`src/rtl/seq_divider_n.sv`:
```
// seq_divider_n: multi-cycle restoring divider, one quotient bit per clock.
// Each trial subtraction goes through a single adder_n (divisor inverted,
// carry-in 1); a carry-out of 1 means "no borrow", so the difference is kept.
// Optional feature macro: SEQ_DIV_SIGNED_EN enables two's-complement divide
// when signed_op=1. Without it signed_op is ignored and every divide is
// unsigned. Vectors are [0:BITS-1] with bit 0 as the MSB.
//
// Handshake: start is sampled only while idle (busy=0 and done=0). An accepted
// start latches dividend/divisor on that edge; done pulses for one cycle when
// quotient/remainder/div_by_zero become valid, and they hold until the next
// result is loaded. busy is high from the cycle after accept until done.
// Requests seen while busy or during done are dropped, not queued.

// Plain ripple-free adder: {cout, sum} = a + b + cin.
module adder_n #(
    parameter int BITS = 32
) (
    input  logic [0:BITS-1] a,
    input  logic [0:BITS-1] b,
    input  logic            cin,
    output logic [0:BITS-1] sum,
    output logic            cout
);
    assign {cout, sum} = {1'b0, a} + {1'b0, b} + {{BITS{1'b0}}, cin};
endmodule

module seq_divider_n #(
    parameter int BITS = 32
) (
    input  logic            clk,
    input  logic            rst,
    input  logic            start,
    input  logic            signed_op,
    input  logic [0:BITS-1] dividend,
    input  logic [0:BITS-1] divisor,
    output logic            busy,
    output logic            done,
    output logic [0:BITS-1] quotient,
    output logic [0:BITS-1] remainder,
    output logic            div_by_zero
);
    localparam int              CW   = $clog2(BITS + 1);
    localparam logic [0:CW-1]   LAST = CW'(BITS - 1);
    localparam logic [0:BITS-1] ONE  = BITS'(1);

    typedef enum logic [1:0] {
        IDLE = 2'd0,
        RUN  = 2'd1,
        FIX  = 2'd2,
        DONE = 2'd3
    } state_t;

    state_t          state_q;
    state_t          state_d;
    logic [0:CW-1]   cnt_q;
    logic [0:BITS-1] rem_q;     // partial remainder (magnitude)
    logic [0:BITS-1] dvd_q;     // dividend shifting out, quotient shifting in
    logic [0:BITS-1] dsr_q;     // divisor magnitude
    logic            neg_q_q;   // negate quotient in FIX
    logic            neg_r_q;   // negate remainder in FIX

    logic            accept;
    logic            dsr_zero;
    logic            dvd_neg;
    logic            dsr_neg;
    logic [0:BITS-1] dvd_mag;
    logic [0:BITS-1] dsr_mag;

    // Operand sign handling: only the signed build looks at signed_op.
`ifdef SEQ_DIV_SIGNED_EN
    assign dvd_neg = signed_op & dividend[0];
    assign dsr_neg = signed_op & divisor[0];
`else
    logic unused_signed_op;
    assign unused_signed_op = signed_op;
    assign dvd_neg = 1'b0;
    assign dsr_neg = 1'b0;
`endif

    // Magnitudes as unsigned values; the most-negative value maps to itself,
    // which is already its correct unsigned magnitude.
    assign dvd_mag  = dvd_neg ? (~dividend + ONE) : dividend;
    assign dsr_mag  = dsr_neg ? (~divisor + ONE) : divisor;
    assign dsr_zero = (divisor == '0);
    assign accept   = (state_q == IDLE) && start;

    // Trial subtraction: shifted {rem, next dividend bit} minus divisor,
    // one bit wider than the operands so the shifted remainder never overflows.
    logic [0:BITS]   partial;
    logic [0:BITS]   trial_b;
    logic [0:BITS]   diff;
    logic            no_borrow;
    logic [0:BITS-1] rem_next;

    assign partial = {rem_q, dvd_q[0]};
    assign trial_b = ~{1'b0, dsr_q};

    adder_n #(.BITS(BITS + 1)) u_sub (
        .a    (partial),
        .b    (trial_b),
        .cin  (1'b1),
        .sum  (diff),
        .cout (no_borrow)
    );

    assign rem_next = no_borrow ? diff[1:BITS] : partial[1:BITS];

    // State register.
    always_ff @(posedge clk or posedge rst) begin
        if (rst) begin
            state_q <= IDLE;
        end else begin
            state_q <= state_d;
        end
    end

    // Next state and status outputs.
    always_comb begin
        state_d = state_q;
        busy    = 1'b0;
        done    = 1'b0;
        case (state_q)
            IDLE: begin
                if (start) begin
                    state_d = dsr_zero ? DONE : RUN;
                end
            end
            RUN: begin
                busy = 1'b1;
                if (cnt_q == LAST) begin
                    state_d = FIX;
                end
            end
            FIX: begin
                busy    = 1'b1;
                state_d = DONE;
            end
            DONE: begin
                done    = 1'b1;
                state_d = IDLE;
            end
            default: state_d = IDLE;
        endcase
    end

    // Datapath: operand capture, one quotient bit per RUN cycle, sign fix-up.
    always_ff @(posedge clk or posedge rst) begin
        if (rst) begin
            cnt_q       <= '0;
            rem_q       <= '0;
            dvd_q       <= '0;
            dsr_q       <= '0;
            neg_q_q     <= 1'b0;
            neg_r_q     <= 1'b0;
            quotient    <= '0;
            remainder   <= '0;
            div_by_zero <= 1'b0;
        end else begin
            if (accept) begin
                if (dsr_zero) begin
                    // Zero divisor: answer immediately with the raw dividend.
                    quotient    <= '1;
                    remainder   <= dividend;
                    div_by_zero <= 1'b1;
                end else begin
                    cnt_q   <= '0;
                    rem_q   <= '0;
                    dvd_q   <= dvd_mag;
                    dsr_q   <= dsr_mag;
                    neg_q_q <= dvd_neg ^ dsr_neg;
                    neg_r_q <= dvd_neg;
                end
            end else if (state_q == RUN) begin
                cnt_q <= cnt_q + CW'(1);
                rem_q <= rem_next;
                dvd_q <= {dvd_q[1:BITS-1], no_borrow};
            end else if (state_q == FIX) begin
                quotient    <= neg_q_q ? (~dvd_q + ONE) : dvd_q;
                remainder   <= neg_r_q ? (~rem_q + ONE) : rem_q;
                div_by_zero <= 1'b0;
            end
        end
    end
endmodule

```
`config.mk`:
```
export PLATFORM = sky130hd
export DESIGN_NAME = seq_divider_n
export DESIGN_NICKNAME = d
export VERILOG_FILES = /design/src/rtl/seq_divider_n.sv
export SDC_FILE = /design/constraint.sdc
export NUM_CORES = 1
export LEC_CHECK = 0
export BUFFER_PORTS_ARGS = -buffer_cell sky130_fd_sc_hd__buf_2
export CAP_MARGIN = 20
export CORE_MARGIN = 5
export CORE_UTILIZATION = 60
export CTS_CLUSTER_DIAMETER = 200
export CTS_CLUSTER_SIZE = 12
export DETAILED_ROUTE_END_ITERATION = 10
export PLACE_DENSITY_LB_ADDON = 0.3
export REMOVE_ABC_BUFFERS = 1
export SLEW_MARGIN = 20
export SYNTH_ARGS = -nofsm -noshare
export SYNTH_HDL_FRONTEND = slang
export SYNTH_HIERARCHICAL = 1
export SYNTH_SLANG_ARGS = --single-unit
export TNS_END_PERCENT = 100
```
`constraint.sdc`:
```
create_clock -name clk -period 10.75 [get_ports clk]
set_input_delay 1.075 -clock clk [delete_from_list [all_inputs] [get_ports clk]]
set_output_delay 1.075 -clock clk [all_outputs]
set_load 0.01 [all_outputs]
```
### Word-level counts from Yosys, hierarchy flattened

Index checks and enable logic that the tools add are counted.

| operators by class | value |
|---|---|
| muxes and demuxes | 28 |
| reduce and logical (&&, ||, !) cells | 10 |
| bitwise logic cells | 2 |
| add/sub/neg operators | 3 |
| equal/unequal tests | 9 |

Operator list:

| cell | count |
|---|---|
| two-way mux 32 bit | 15 |
| adder 33 x 33 -> 34 bit | 1 |
| adder 34 x 1 -> 34 bit (second input constant) | 1 |
| inverter 32 -> 33 bit | 1 |
| logical NOT 32 bit | 1 |
| two-way mux 6 bit | 3 |
| inequality test 2 bit (second input constant) | 4 |
| case mux 2 bit (4 select lines) | 1 |
| adder 6 x 1 -> 6 bit (second input constant) | 1 |
| == test 6 x 5 -> 1 bit (second input constant) | 1 |
| two-way mux 1 bit | 6 |
| two-way mux 2 bit | 3 |
| AND reduction 2 bit | 3 |
| == test 2 bit (second input constant) | 2 |
| nonzero test 2 bit | 2 |
| AND reduction 3 bit | 1 |
| == test 2 x 1 -> 1 bit (second input constant) | 1 |
| logical NOT 2 bit | 1 |
| inequality test 2 x 1 -> 1 bit (second input constant) | 1 |
| OR reduction 2 bit | 1 |
| logical AND 1 bit | 1 |
| inverter 1 bit | 1 |

| word-level totals | value |
|---|---|
| input port bits | 68 |
| output and inout port bits | 67 |
| word-level logic and storage cells | 60 |
| bits in registers | 169 |

### Logic depth before layout (Yosys ltp)

Gate-level depths: netlist of the first run.

| depth | value |
|---|---|
| depth after elaboration | 6 |
| gate-level depth with buffers | 15 |
| mapped depth without buffers | 13 |

### Modules after synthesis

Netlist of the first run, hierarchy kept.

Modules (own cells, without submodules):

| module | instances | sequential area each (µm²) | cells each | area an instance (µm²) |
|---|---|---|---|---|
| seq_divider_n | 1 | 4229.1 | 570 | 7352.1 |
| adder_n | 1 | 0.0 | 283 | 1934.4 |

### Least setup slack after synthesis of the first run

Ideal clock, no wire load.

| timing path | value |
|---|---|
| path kind | register to register |
| from | register dvd_q[0] (netlist bit) |
| to | register rem_q[10] (netlist bit) |
| slack | 7.724 ns |
| clock period less this slack | 3.026 ns |
| library setup time | 0.130 ns |
| stages on the path, launching flop included | 14 |
| data required time | 10.620 ns |
| buffers on the path | 2 |
| arrival | 2.896 ns |
| cells stage by stage | dfrtp_1 -> inv_1 -> fa_1 -> nor2b_1 -> o2111ai_1 -> a211oi_1 -> o21ai_0 -> nand3b_1 -> nand3b_1 -> a21oi_1 -> clkbuf_1 -> clkbuf_1 -> mux2i_1 -> o2bb2ai_1 |

| between the ends | value |
|---|---|
| cells in the longest elaborated chain, start to end | 5 |

Ends and longest elaborated chain:

| item | line | RTL |
|---|---|---|
| from (decl) | 57 | `logic [0:BITS-1] dvd_q;` |
| from (signal assigned) | 168 | `dvd_q <= dvd_mag;` |
| from (signal assigned) | 176 | `dvd_q <= {dvd_q[1:BITS-1], no_borrow};` |
| adder 33 x 33 -> 34 bit | 24 | `assign {cout, sum} = {1'b0, a} + {1'b0, b} + {{BITS{1'b0}}, cin};` |
| adder 34 x 1 -> 34 bit | 24 |  |
| named net no_borrow | 92 | `logic no_borrow;` |
| two-way mux 32 bit | 106 | `assign rem_next = no_borrow ? diff[1:BITS] : partial[1:BITS];` |
| two-way mux 32 bit | 173 | `end else if (state_q == RUN) begin` |
| two-way mux 32 bit | 159 | `if (accept) begin` |
| to (signal assigned) | 175 | `rem_q <= rem_next;` |
| to (decl) | 56 | `logic [0:BITS-1] rem_q;` |

The timed path passes the listed nets, and every way through them passes these cells. The select of a mux whose other input is x is not followed.
A chain may end at the register's enable or synchronous reset.

### Worst setup path in the final report of the first run

| timing path | value |
|---|---|
| from | register dvd_q[0] (netlist bit) |
| to | register rem_q[9] (netlist bit) |

Same word-level chain as after synthesis.

==> results of run 1 <==
## layout make-up
cell class	instances	share of cell area [%]
Clock inverter	15	1.98
Clock buffer	17	4.00
Inverter	51	1.85
Timing Repair Buffer	145	7.17
Multi-Input combinational cell	566	43.1
Sequential cell	169	39.7
Tap cell	188	2.21
## worst max-delay path, cell delays in order, from the launching register on
cell and delay, ns:
dfrtp_1 0.41, inv_1 0.08, fa_1 0.46, nor2b_1 0.18
o2111ai_1 0.19, a211oi_1 0.35, o21ai_0 0.21, nand3b_1 0.17
nand3b_1 0.13, a21oi_4 0.46, buf_4 0.49, mux2i_1 0.27
o2bb2ai_1 0.09
## cells in the final DEF (no fill, tap or decap), types with 30 or more instances in the layout
| cell type | n |
|---|---|
| a21oi_1 | 30 |
| a221o_1 | 64 |
| o22a_1 | 32 |
| buf_2 | 133 |
| mux2i_1 | 34 |
| mux2_2 | 33 |
| inv_1 | 50 |
| ha_1 | 39 |
| o2bb2ai_1 | 32 |
| dfrtp_1 | 169 |
| and3_1 | 39 |
| and2_1 | 37 |
## registers in the layout, indices dropped and copies added, names as in the netlist
| signal | count |
|---|---|
| dsr_q | 32 |
| dvd_q | 32 |
| quotient | 32 |
| rem_q | 32 |
| remainder | 32 |
| cnt_q | 6 |
| state_q | 2 |
| div_by_zero | 1 |
## through the flow
stage | area (µm²) | hold WS [ns] | worst slack (ns) | utilization, % | cells
3_3_place_gp | 9990 | 0.456 | 6.86 | 66.0 | 1118
4_1_cts | 10600 | 0.481 | 7.12 | 70.3 | 1151
2_1_floorplan | 8950 | 0.476 | 5.10 | - | 786
5_1_grt | 10600 | 0.499 | 6.83 | 70.3 | 1151
3_5_place_dp | 10000 | 0.465 | 6.81 | 66.1 | 1119
6_report | 10600 | 0.475 | 7.12 | 70.3 | 1151
## report_power, final
part | total [mW] | internal (mW) | switching, mW
Combinational | 1.15 | 0.497 | 0.652
Clock | 0.654 | 0.376 | 0.279
Sequential | 0.999 | 0.850 | 0.149
Total | 2.80 | 1.72 | 1.08
## metal layers
metal  routed length (µm)  GRT usage (%)  vias to the layer above
met5                    0              0                        -
met4                  263           5.31                        0
met3                 1600           5.18                       25
met2                10600           40.9                      288
met1                10500           38.3                     3691
li1                     -              -                     3406
## worst paths after layout
| path | from | cells after the start | end |
|---|---|---|---|
| min in group asynchronous | rst | 2 | quotient[27] |
| max reg2reg | dvd_q[0] | 12 | rem_q[9] |
| min reg2reg | div_by_zero | 1 | div_by_zero |
| max in group asynchronous | rst | 3 | rem_q[8] |
| min | div_by_zero | 1 | div_by_zero |
| max | dvd_q[0] | 12 | rem_q[9] |
==> flow_summary.ini, run 1 <==
[run_status]
status = complete, no violations

[floorplan]
dieArea_mm2 = 0.0179
dieWidth_um = 134
num_io_pins = 135
row_count = 45
start_util_pct = 60.8
core-area_mm2 = 0.0151
die_y_um = 134

[layout]
antenna-diode-count = 0
drive_above_1_share_pct = 23.9
final_nets = 1059
seq_area_mm2 = 0.00423
multi_input_area_mm2 = 0.00458
num-fill-cells = 1139
areaGrowthSynthToFinish_pct = 15.5

[setup_path]
start_kind = flip-flop
rrSetupSlack_ns = 7.12
crit_fanout = 23
criticalPathCategory = flip-flop to flip-flop
crit_arrival_ns = 3.95
required_ns = 11.06
cp-end-kind = flip-flop

[global_routing]
grt_max_degree = 108
grt_antenna_before_repair = 0
grt_overflow_total = 0
grt_use_total_pct = 26.1
grt_pass1_vias = 7143
grt_first_pass_wirelength_um = 37500

[route]
via_count = 7410
drtIter0Drc = 723
ant_nets = 0
drcViolationCount = 0
drt_wl_total_um = 22900
wire_per_inst_um = 19.9
drt_pass1_iterations = 5
routed_via_density = 6.44

[place]
dp_hpwl_um = 16000
gp_congestion = 0.944
portBuffers = 133

[clock_tree]
clk_path_buf_depth = 2
cts_sinks = 169
hold_buffers = 0
cts_setup_buffers = 0
tritoncts = built
path_clk_slew_ns = 0.07
cts_made_buffers = 17
clk_latency_ns = 0.43
cts.repair.resized = 0
cts-root-buf = clkbuf_16
htreeDepth = 4

[min_path]
min_path_type = flip-flop to flip-flop

[sta]
setup-violations-final = 0
slew-limit-headroom_pct = 25.3
setup_tns_ns = 0
fin_skew_ns = 0.0102
min_period_ns = 3.63
rsz0062_at_grt = no
tightest_slew_ns = 1.11
drv_slew = 0
fin_crit_sh_pct = 33.8
hold_viol_final = 0
fmax_mhz = 275

[logic_synthesis]
syn_avg_cell_area_um2 = 11.0
ys.warnings.count = 6
synth_area_mm2 = 0.00921
synthCells = 840

[job]
maxCapViolCount = 0

[power]
p_leak_nw = 5.18
ir_drop_v = 0.000131
p_per_area_mw_per_mm2 = 263
power.total_mw = 2.80
Power figures use the tool's default switching activity.
==> run 2, diff against run 1 <==
--- a/config.mk
+++ b/config.mk
@@ -8,7 +8,7 @@
 export BUFFER_PORTS_ARGS = -buffer_cell sky130_fd_sc_hd__buf_2
 export CAP_MARGIN = 20
 export CORE_MARGIN = 5
-export CORE_UTILIZATION = 60
+export CORE_UTILIZATION = 52
 export CTS_CLUSTER_DIAMETER = 200
 export CTS_CLUSTER_SIZE = 12
 export DETAILED_ROUTE_END_ITERATION = 10
==> constraint.sdc (replaced) <==
create_clock -name clk -period 3 [get_ports clk]
set_input_delay 0.3 -clock clk [delete_from_list [all_inputs] [get_ports clk]]
set_output_delay 0.3 -clock clk [all_outputs]
set_load 0.01 [all_outputs]
==> run 2 against run 1 <==
- clock power grew to 3.4 times the previous value
- power grew to 3.6 times the previous value
- clock-buffer cell count increased by 1
- utilization is 6.9 points lower
==> flow_summary.ini, run 2 (synthesis gave the netlist of run 1 again) <==
[layout]
num-fill-cells = 1398
final_util_pct = 63.4
seq_area_mm2 = 0.00423
antenna-diode-count = 0
drive_above_1_share_pct = 27.3
areaGrowthSynthToFinish_pct = 19.4
layout_common_cells = 169 x dfrtp_1, 133 x buf_2, 64 x a221o_1
final_area_mm2 = 0.0110
final_nets = 1090
final_common_cell = dfrtp_1
instances_no_fill = 1219
multi_input_area_mm2 = 0.00465

[sta]
slew-limit-headroom_pct = 43.7
setup-violations-final = 0
fin_crit_sh_pct = 95.3
rsz0062_at_grt = yes
tightest_slew_ns = 0.842
fin_skew_ns = 0.0126
fmax_mhz = 350
drv_slew = 0
fin_ws_ns = 0.141
hold_viol_final = 0
min_period_ns = 2.86

[setup_path]
worst-path-buf-inv = 2
path_delay_family = compound AO/OA/AOI/OAI gates
max_stage_delay_ns = 0.38
r2r-start = dsr_q[31]
criticalPathCategory = flip-flop to flip-flop
rrSetupSlack_ns = 0.14
crit_fanout = 2
crit_path_cell_trace = inv_1 -> inv_1 -> fa_2 -> fa_2 -> nand2b_4 -> a21o_1 -> a21o_1 -> a21oi_2 -> a41oi_2 -> a311oi_2 -> xor2_1 -> mux2i_1 -> o2bb2ai_1
crit_arrival_ns = 3.20
cp-end-kind = flip-flop
required_ns = 3.34
crit_path_top_delay_cell = dfrtp_1
start_kind = flip-flop
r2r-end = rem_q[1]
rr_worst_depth = 13

[route]
ant_nets = 0
wire_per_inst_um = 19.2
drtIter0Drc = 630
drt_wl_total_um = 23400
via_count = 7384
drt_pass1_iterations = 5
routed_via_density = 6.06
drcViolationCount = 0

[place]
placed_area_mm2 = 0.0103
gp_congestion = 0.996
dp.cells = 1186
dp_hpwl_um = 17000
post-place-ws_ns = -0.0458
portBuffers = 133

[clock_tree]
path_clk_slew_ns = 0.07
clk_path_buf_depth = 2
cts_made_buffers = 17
clk_latency_ns = 0.43
cts_sinks = 169
htreeDepth = 4
cts-root-buf = clkbuf_16
tritoncts = built

[global_routing]
grt_pass1_vias = 7419
grt_use_total_pct = 23.5
grt_max_degree = 66
grt_first_pass_wirelength_um = 38400
grt_antenna_before_repair = 1
grt_overflow_total = 0

[floorplan]
dieArea_mm2 = 0.0205
core-area_mm2 = 0.0174
row_count = 48
dieWidth_um = 143
die_y_um = 143
num_io_pins = 135
start_util_pct = 53.1

[min_path]
whs_path_depth = 2
min_from = divisor[16]
min_path_type = input pin to flip-flop
holdPathEnd = dsr_q[16]

[power]
ir_drop_v = 0.000419
p_per_area_mw_per_mm2 = 924
p_leak_nw = 5.34

[job]
maxCapViolCount = 0

[run_status]
status = complete, no violations
## run 2: through the flow
| step | total power, mW | setup TNS [ns] | hold WS, ns |
|---|---|---|---|
| floorplan | 6.38 | -433.78 | 0.446 |
| global placement | 7.77 | 0 | 0.333 |
| detailed placement | 7.90 | -0.0458 | 0.330 |
| CTS | 10.2 | 0 | 0.104 |
| global route | 10.8 | -0.00483 | 0.103 |
| finish | 10.2 | 0 | 0.119 |
## run 2: layout make-up
cell class	count	share of cell area, %
Inverter	51	1.79
Tap cell	225	2.56
Sequential cell	169	38.4
Clock inverter	14	1.44
Timing Repair Buffer	176	9.58
Clock buffer	18	3.90
Multi-Input combinational cell	566	42.3
## run 2: per-layer routing
layer,vias up,track usage (%),part of all wire [%]
met4,2,6.85,1.8
met5,-,0,0.056
met3,29,4.25,6.1
li1,3460,-,-
met2,254,36.5,46
met1,3639,33.7,46
## run 2: worst reg2reg max path, cell delays in order (launching register included)
cell	delay [ns]
dfrtp_1	0.38
inv_1	0.06
inv_1	0.04
fa_2	0.35
fa_2	0.35
nand2b_4	0.15
a21o_1	0.18
a21o_1	0.17
a21oi_2	0.19
a41oi_2	0.18
a311oi_2	0.33
xor2_1	0.16
mux2i_1	0.10
o2bb2ai_1	0.15
## run 2: worst max-delay path by stage
| stage | startpoint | end | slack (ns) | cells after the start |
|---|---|---|---|---|
| after floorplan | rst | cnt_q[0] | -1.88 | 1 |
| after global placement | dsr_q[31] | rem_q[1] | 0.03 | 13 |
| after detailed placement | dsr_q[31] | rem_q[1] | -0.05 | 13 |
| after CTS | dsr_q[31] | rem_q[8] | 0.008 | 13 |
| after global routing | dvd_q[0] | rem_q[10] | -0.003 | 12 |
| final | dsr_q[31] | rem_q[1] | 0.14 | 13 |
## run 2: repair_timing
action / in CTS / in global routing
hold endpoints to repair: 40 / 0
resized for setup: 2 / 14
cloned: 0 / 0
setup buffers: 0 / 0
setup endpoints to repair: 2 / 33
pin swaps: 2 / 6
hold buffers: 1 / 0
## run 2: power breakdown
group / leakage [nW] / total (mW) / internal [mW] / switching [mW]
sequential: 2.16 / 3.53 / 3.04 / 0.483
clock: 0.294 / 2.23 / 1.25 / 0.979
combinational: 2.89 / 4.41 / 1.97 / 2.44
total: 5.34 / 10.2 / 6.26 / 3.90
